**config.mk**
```make
export PLATFORM = sky130hd
export DESIGN_NAME = pipe_stage_reg
export DESIGN_NICKNAME = d
export VERILOG_FILES = /design/src/rtl/pipe_stage_reg.sv
export SDC_FILE = /design/constraint.sdc
export NUM_CORES = 1
export LEC_CHECK = 0
export BUFFER_PORTS_ARGS = -buffer_cell sky130_fd_sc_hd__buf_2
export CAP_MARGIN = 25
export CORE_ASPECT_RATIO = 0.7
export CORE_MARGIN = 2
export CORE_UTILIZATION = 49
export CTS_BUF_LIST = sky130_fd_sc_hd__clkbuf_8
export DETAILED_ROUTE_END_ITERATION = 10
export GPL_ROUTABILITY_DRIVEN = 0
export PLACE_DENSITY = 0.74
export SLEW_MARGIN = 20
export SYNTH_ARGS = -nofsm -noshare
export SYNTH_HDL_FRONTEND = slang
export SYNTH_SLANG_ARGS = --single-unit
```
**constraint.sdc**
```tcl
create_clock -name i_clk -period 2.49 [get_ports i_clk]
set_clock_uncertainty 0.05 [all_clocks]
set_input_delay 0.498 -clock i_clk [delete_from_list [all_inputs] [get_ports i_clk]]
set_output_delay 0.498 -clock i_clk [all_outputs]
set_load 0.005 [all_outputs]
```
**src/rtl/pipe_stage_reg.sv**
```systemverilog
// Pipeline stage register with valid/ready handshake, optional 2-entry skid
// buffer (registered o_ready), flush with optional payload clearing, and
// saturating stall/bubble performance counters.
module pipe_stage_reg #(
    parameter int unsigned WIDTH      = 32,
    parameter int unsigned SKID       = 1,
    parameter int unsigned CLEAR_DATA = 1,
    parameter int unsigned CNT_W      = 32
) (
    input  logic             i_clk,
    input  logic             i_rst_n,
    input  logic             i_flush,
    input  logic             i_stall,
    input  logic             i_valid,
    input  logic [WIDTH-1:0] i_data,
    output logic             o_ready,
    output logic             o_valid,
    output logic [WIDTH-1:0] o_data,
    input  logic             i_ready,
    output logic [1:0]       o_occupancy,
    output logic [CNT_W-1:0] o_stall_cnt,
    output logic [CNT_W-1:0] o_bubble_cnt
);

    // Head entry (drives the outputs) and skid entry
    logic             m_valid_q, m_valid_d;
    logic [WIDTH-1:0] m_data_q,  m_data_d;
    logic             s_valid_q, s_valid_d;
    logic [WIDTH-1:0] s_data_q,  s_data_d;
    logic [CNT_W-1:0] stall_cnt_q,  stall_cnt_d;
    logic [CNT_W-1:0] bubble_cnt_q, bubble_cnt_d;

    logic ready_c;
    logic fire_in;
    logic fire_out;
    logic stall_inc;
    logic bubble_inc;

    // Ready: with a skid entry it only depends on local state, never on i_ready
    always_comb begin
        if (SKID != 0) begin
            ready_c = !s_valid_q && !i_stall && !i_flush;
        end else begin
            ready_c = (!m_valid_q || i_ready) && !i_stall && !i_flush;
        end
        fire_in    = i_valid && ready_c;
        fire_out   = m_valid_q && i_ready && !i_stall && !i_flush;
        stall_inc  = m_valid_q && !fire_out && !i_flush;
        bubble_inc = !m_valid_q;
    end

    // Next-state for the storage entries: flush, then stall, then handshake
    always_comb begin
        m_valid_d = m_valid_q;
        m_data_d  = m_data_q;
        s_valid_d = s_valid_q;
        s_data_d  = s_data_q;
        if (i_flush) begin
            m_valid_d = 1'b0;
            s_valid_d = 1'b0;
            if (CLEAR_DATA != 0) begin
                m_data_d = '0;
                s_data_d = '0;
            end
        end else if (!i_stall) begin
            if (SKID != 0) begin
                if (fire_out) begin
                    if (s_valid_q) begin
                        // o_ready was low, so no fire_in can coincide here
                        m_data_d  = s_data_q;
                        s_valid_d = 1'b0;
                    end else if (fire_in) begin
                        m_data_d = i_data;
                    end else begin
                        m_valid_d = 1'b0;
                    end
                end else if (fire_in) begin
                    if (!m_valid_q) begin
                        m_valid_d = 1'b1;
                        m_data_d  = i_data;
                    end else begin
                        s_valid_d = 1'b1;
                        s_data_d  = i_data;
                    end
                end
            end else begin
                if (fire_in) begin
                    m_valid_d = 1'b1;
                    m_data_d  = i_data;
                end else if (fire_out) begin
                    m_valid_d = 1'b0;
                end
            end
        end
    end

    // Saturating performance counters
    always_comb begin
        stall_cnt_d  = stall_cnt_q;
        bubble_cnt_d = bubble_cnt_q;
        if (stall_inc && (stall_cnt_q != '1)) begin
            stall_cnt_d = stall_cnt_q + CNT_W'(1);
        end
        if (bubble_inc && (bubble_cnt_q != '1)) begin
            bubble_cnt_d = bubble_cnt_q + CNT_W'(1);
        end
    end

    // State registers with synchronous active-low reset
    always_ff @(posedge i_clk) begin
        if (!i_rst_n) begin
            m_valid_q    <= 1'b0;
            s_valid_q    <= 1'b0;
            stall_cnt_q  <= '0;
            bubble_cnt_q <= '0;
            if (CLEAR_DATA != 0) begin
                m_data_q <= '0;
                s_data_q <= '0;
            end
        end else begin
            m_valid_q    <= m_valid_d;
            m_data_q     <= m_data_d;
            s_valid_q    <= s_valid_d;
            s_data_q     <= s_data_d;
            stall_cnt_q  <= stall_cnt_d;
            bubble_cnt_q <= bubble_cnt_d;
        end
    end

    assign o_ready      = ready_c;
    assign o_valid      = m_valid_q;
    assign o_data       = m_data_q;
    assign o_occupancy  = 2'(m_valid_q) + 2'(s_valid_q);
    assign o_stall_cnt  = stall_cnt_q;
    assign o_bubble_cnt = bubble_cnt_q;

endmodule

```
Word level (Yosys, flattened, before mapping) --
Cells that the tools add are included.
Storage, ports and cells: logic and storage cells 52, bits in registers 130, bits of input ports 38, output and inout port bits 100
Cells by class: add/sub/neg operators 3, equality and inequality tests 5, muxes and demuxes 12, bitwise operators 3, reductions and logical operators 23
Operators by type and width (count):
- $mux W32 | 5
- $add A32 B1 Y32 const B | 2
- $ne A32 B32 Y1 const B | 2
- $reduce_and A4 Y1 | 3
- $logic_and A1 B1 Y1 | 10
- $mux W1 | 7
- $reduce_bool A2 Y1 | 3
- $logic_not A1 Y1 | 5
- $ne A2 B2 Y1 const B | 2
- $not A1 Y1 | 3
- $reduce_and A3 Y1 | 1
- $add A1 B1 Y2 | 1
- $ne A2 B1 Y1 const B | 1
- $reduce_or A2 Y1 | 1

Depth between registers and ports, before layout --
depth after elaboration 7, gate-level depth with buffers 7, depth with buffers taken out 6

Least setup slack after synthesis --
Ideal clock, no wire load.
path kind reg2reg, from register stall_cnt_q[24] (netlist: o_stall_cnt[24]), to register stall_cnt_q[13] (netlist: o_stall_cnt[13]), cell stages (with the launch flop) 7, slack 521 ps, clock period less this slack 1969 ps, setup time 135 ps, path buffers 1, data arrival time 1784 ps, data required time 2305 ps, path through dfxtp_1 > nand4_2 > or4_4 > o311ai_4 > buf_6 > or3_1 > a21oi_2
Between the ends: word-level cells in the longest chain between the ends 2
Ends and longest elaborated chain:
- start: declaration | RTL line 30 | logic [CNT_W-1:0] stall_cnt_q, stall_cnt_d;
- start signal: assignment | RTL line 125 | stall_cnt_q <= stall_cnt_d;
- $ne A32 B32 Y1 | RTL line 101 | if (stall_inc && (stall_cnt_q != '1)) begin
- $logic_and A1 B1 Y1 | RTL line 101
Every way passes these cells. A chain may end at the register's enable or synchronous reset.

Final worst setup path --
from register stall_cnt_q[25] (netlist: o_stall_cnt[25]), to register stall_cnt_q[19] (netlist: o_stall_cnt[19])
Same word-level chain as after synthesis.

==> run summary <==
Pwr Density: 603.0 nW/um2
Seq/Total Area, Yosys: 44.22%
DR WL met3: 1169 um
Layout cells sized above 1: 24.19%
Number of global-route vias before repair: 5135
Critical path type: flop to flop
Final Max Tran Viols: 0
Final period utilization: 91.29%
CTS Buf Count: 17
N_diodes: 0
Syn Nets: 730
Worst rel slew slack: 58.53%
Count of cells resized by post-cts repair: 0
I/O Buffers: 137
Seq. cell area: 2603 um2
Status: complete, no violations
Pin count of the biggest net entering global routing: 67
Worst-path fanout max: 14
Fraction of registers with async set or reset after synthesis: 0%
YS warnings: 0
Drt first-iter violations: 317
Core Util, Final: 61.25%
CP startpoint kind: flop
GRT overflow: 0
Setup tns final: 0 ns
Die Width: 135.0 um
CTS H-tree depth: 4
CTS tree: yes
Sequence of cells on the critical path: nand4_2, or4_4, o311ai_4, or3_1, a21oi_2
Flops & latches, synth: 130
Dpl hpwl: 10520 um
Area grow syn2layout: 22.02%
Post-synth top area cell: dfxtp_1
# fillers: 1046
Netlist cell types: 47
IO Pins: 138
Clk sink count: 130
Die Height: 95.70 um
Wire length on met1: 6883 um
Post-CTS Setup Bufs: 0
Global Route Usage Sum: 23.58%
Worst hold path type: input pin to flop
Crit-path slowest cell: or4_4
Router iterations before antenna repair: 5
Row Count: 33
Via-per-instance ratio: 5.732
Post-synth EDFFs: 0
Worst EP required: 2.75 ns
Drt total wl: 15270 um
Worst-path clk slew: 0.08 ns
FMAX: 439.9 MHz
CTS Buffer Depth: 2
P_leak: 2.975 nW
Met2 wire len: 6998 um
Wire per inst: 15.45 um
Initial Utilization: 50.19%
Setup violators final: 0
Most common library cells after synthesis: dfxtp_1, nand2_1, a21oi_1
VDD IR max: 0.0003097 V
Crit. End Element: flop
Pre-CTS setup slack: 0.2633 ns
Most used DFF post-synth: dfxtp_1
Clock root buffer master: clkbuf_8
Clk_lat worst skew: 0.43 ns
Critical Path AT: 2.53 ns
Tmin final: 2.273 ns
Hold Buf Count CTS: 0
First-pass GRT wire length: 24380 um
Most frequent cell after synthesis: dfxtp_1
RSZ-0062 raised after global routing: no
Share of the synthesized area in the top cell type: 44.22%
Residual DRC: 0
Mapped Cells: 689
Via count: 5663
Max Cap Viol: 0
Worst setup margin: 0.2169 ns
Initial antenna violation count: 0
Post-DRT Antenna Nets: 0
Slew @ Worst Pin: 0.6163 ns
Core Footprint: 11730 um2
Syn_area_per_cell: 8.542 um2
Post-Syn Area: 5886 um2
Top cells by area, synth: dfxtp_1, mux2i_1, nand2_1, a21oi_1, a211oi_1
Top Layer Used: met4
Largest stage delay, worst path: 0.61 ns
Layout Nets: 860
Final Hold Viols: 0
Multi-input logic area: 3097 um2
Die ar.: 12920 um2
-- report_power, final --
part | total (mW) | internal, mW | leakage [nW] | switching [mW]
clock network | 2.03 | 1.17 | 0.214 | 0.857
logic | 0.191 | 0.0749 | 1.71 | 0.116
registers | 2.11 | 2.10 | 1.05 | 0.0130
-- critical path: cells and delay by family (launching register included) --
family | cells | cell delay (ns)
and+or+nand+nor | 3 | 1.03
AOI/OAI and AO/OA | 2 | 0.62
DFF | 1 | 0.44
-- state kept, by name, summed over array words and instances, names as in the netlist --
signal / flops
o_stall_cnt: 32
o_data: 32
s_data_q: 32
o_valid: 1
o_bubble_cnt: 32
s_valid_q: 1
-- routing by layer --
metal | GRT usage (%) | vias up
met5 | 0 | -
met4 | 8.420 | 0
met3 | 5.951 | 20
met2 | 38.58 | 207
met1 | 30.58 | 2656
li1 | - | 2780
-- cell usage in the layout (no fill, tap or decap), types with 5 or more instances in the layout --
cell type,instances
a211oi_1,33
a21oi_1,64
a21oi_2,6
and3_1,8
and4_1,9
buf_2,137
buf_4,11
clkbuf_8,20
dfxtp_1,130
inv_1,6
mux2i_1,42
nand2_1,103
nand2b_1,11
nand3_1,25
nand4_1,23
nor2_1,55
o21ai_0,13
o21ai_1,14
o31ai_1,10
or3_1,26
or4_1,12
xnor2_1,8
xor2_1,5
-- logic make-up after synthesis --
group | Yosys count | share of synthesized area, %
and+or+nand+nor | 294 | 25.11
AOI/OAI and AO/OA | 161 | 17.54
DFF | 130 | 44.22
buffers and inverters | 46 | 3.422
muxes | 42 | 7.143
xor gates and xnor gates | 13 | 1.935
adders and majority gates | 3 | 0.6378
-- worst paths after layout --
kind / startpoint / end / slack [ns] / depth (start not counted)
worst max-delay path: o_stall_cnt[25]$_SDFFE_PN0P_ / o_stall_cnt[19]$_SDFFE_PN0P_ / 0.22 / 5
worst min-delay path: i_data[18] / s_data_q[18]$_SDFFE_PP0P_ / 0.26 / 3
worst max register to register: o_stall_cnt[25]$_SDFFE_PN0P_ / o_stall_cnt[19]$_SDFFE_PN0P_ / 0.22 / 5
worst min register to register: s_data_q[26]$_SDFFE_PP0P_ / s_data_q[26]$_SDFFE_PP0P_ / 0.41 / 2
-- metrics by stage --
step | std cells | cell area [um2] | hold slack (ns) | power (mW)
after floorplan | 689 | 5886 | 0.3857 | 2.257
after global placement | 957 | 6730 | 0.3906 | 2.340
after detailed placement | 957 | 6730 | 0.3962 | 2.347
after CTS | 988 | 7182 | 0.2349 | 4.364
after global routing | 988 | 7182 | 0.2404 | 4.482
final | 988 | 7182 | 0.2614 | 4.331
-- area by class of cell --
cell class | count | area share, %
timing repair buffer | 150 | 11.25
inverter | 7 | 0.3659
clock inverter | 11 | 2.456
sequential | 130 | 36.24
tap | 157 | 2.735
clock buffer | 20 | 3.833
multi-input combinational | 513 | 43.12
(Power assumes the default switching activity.)
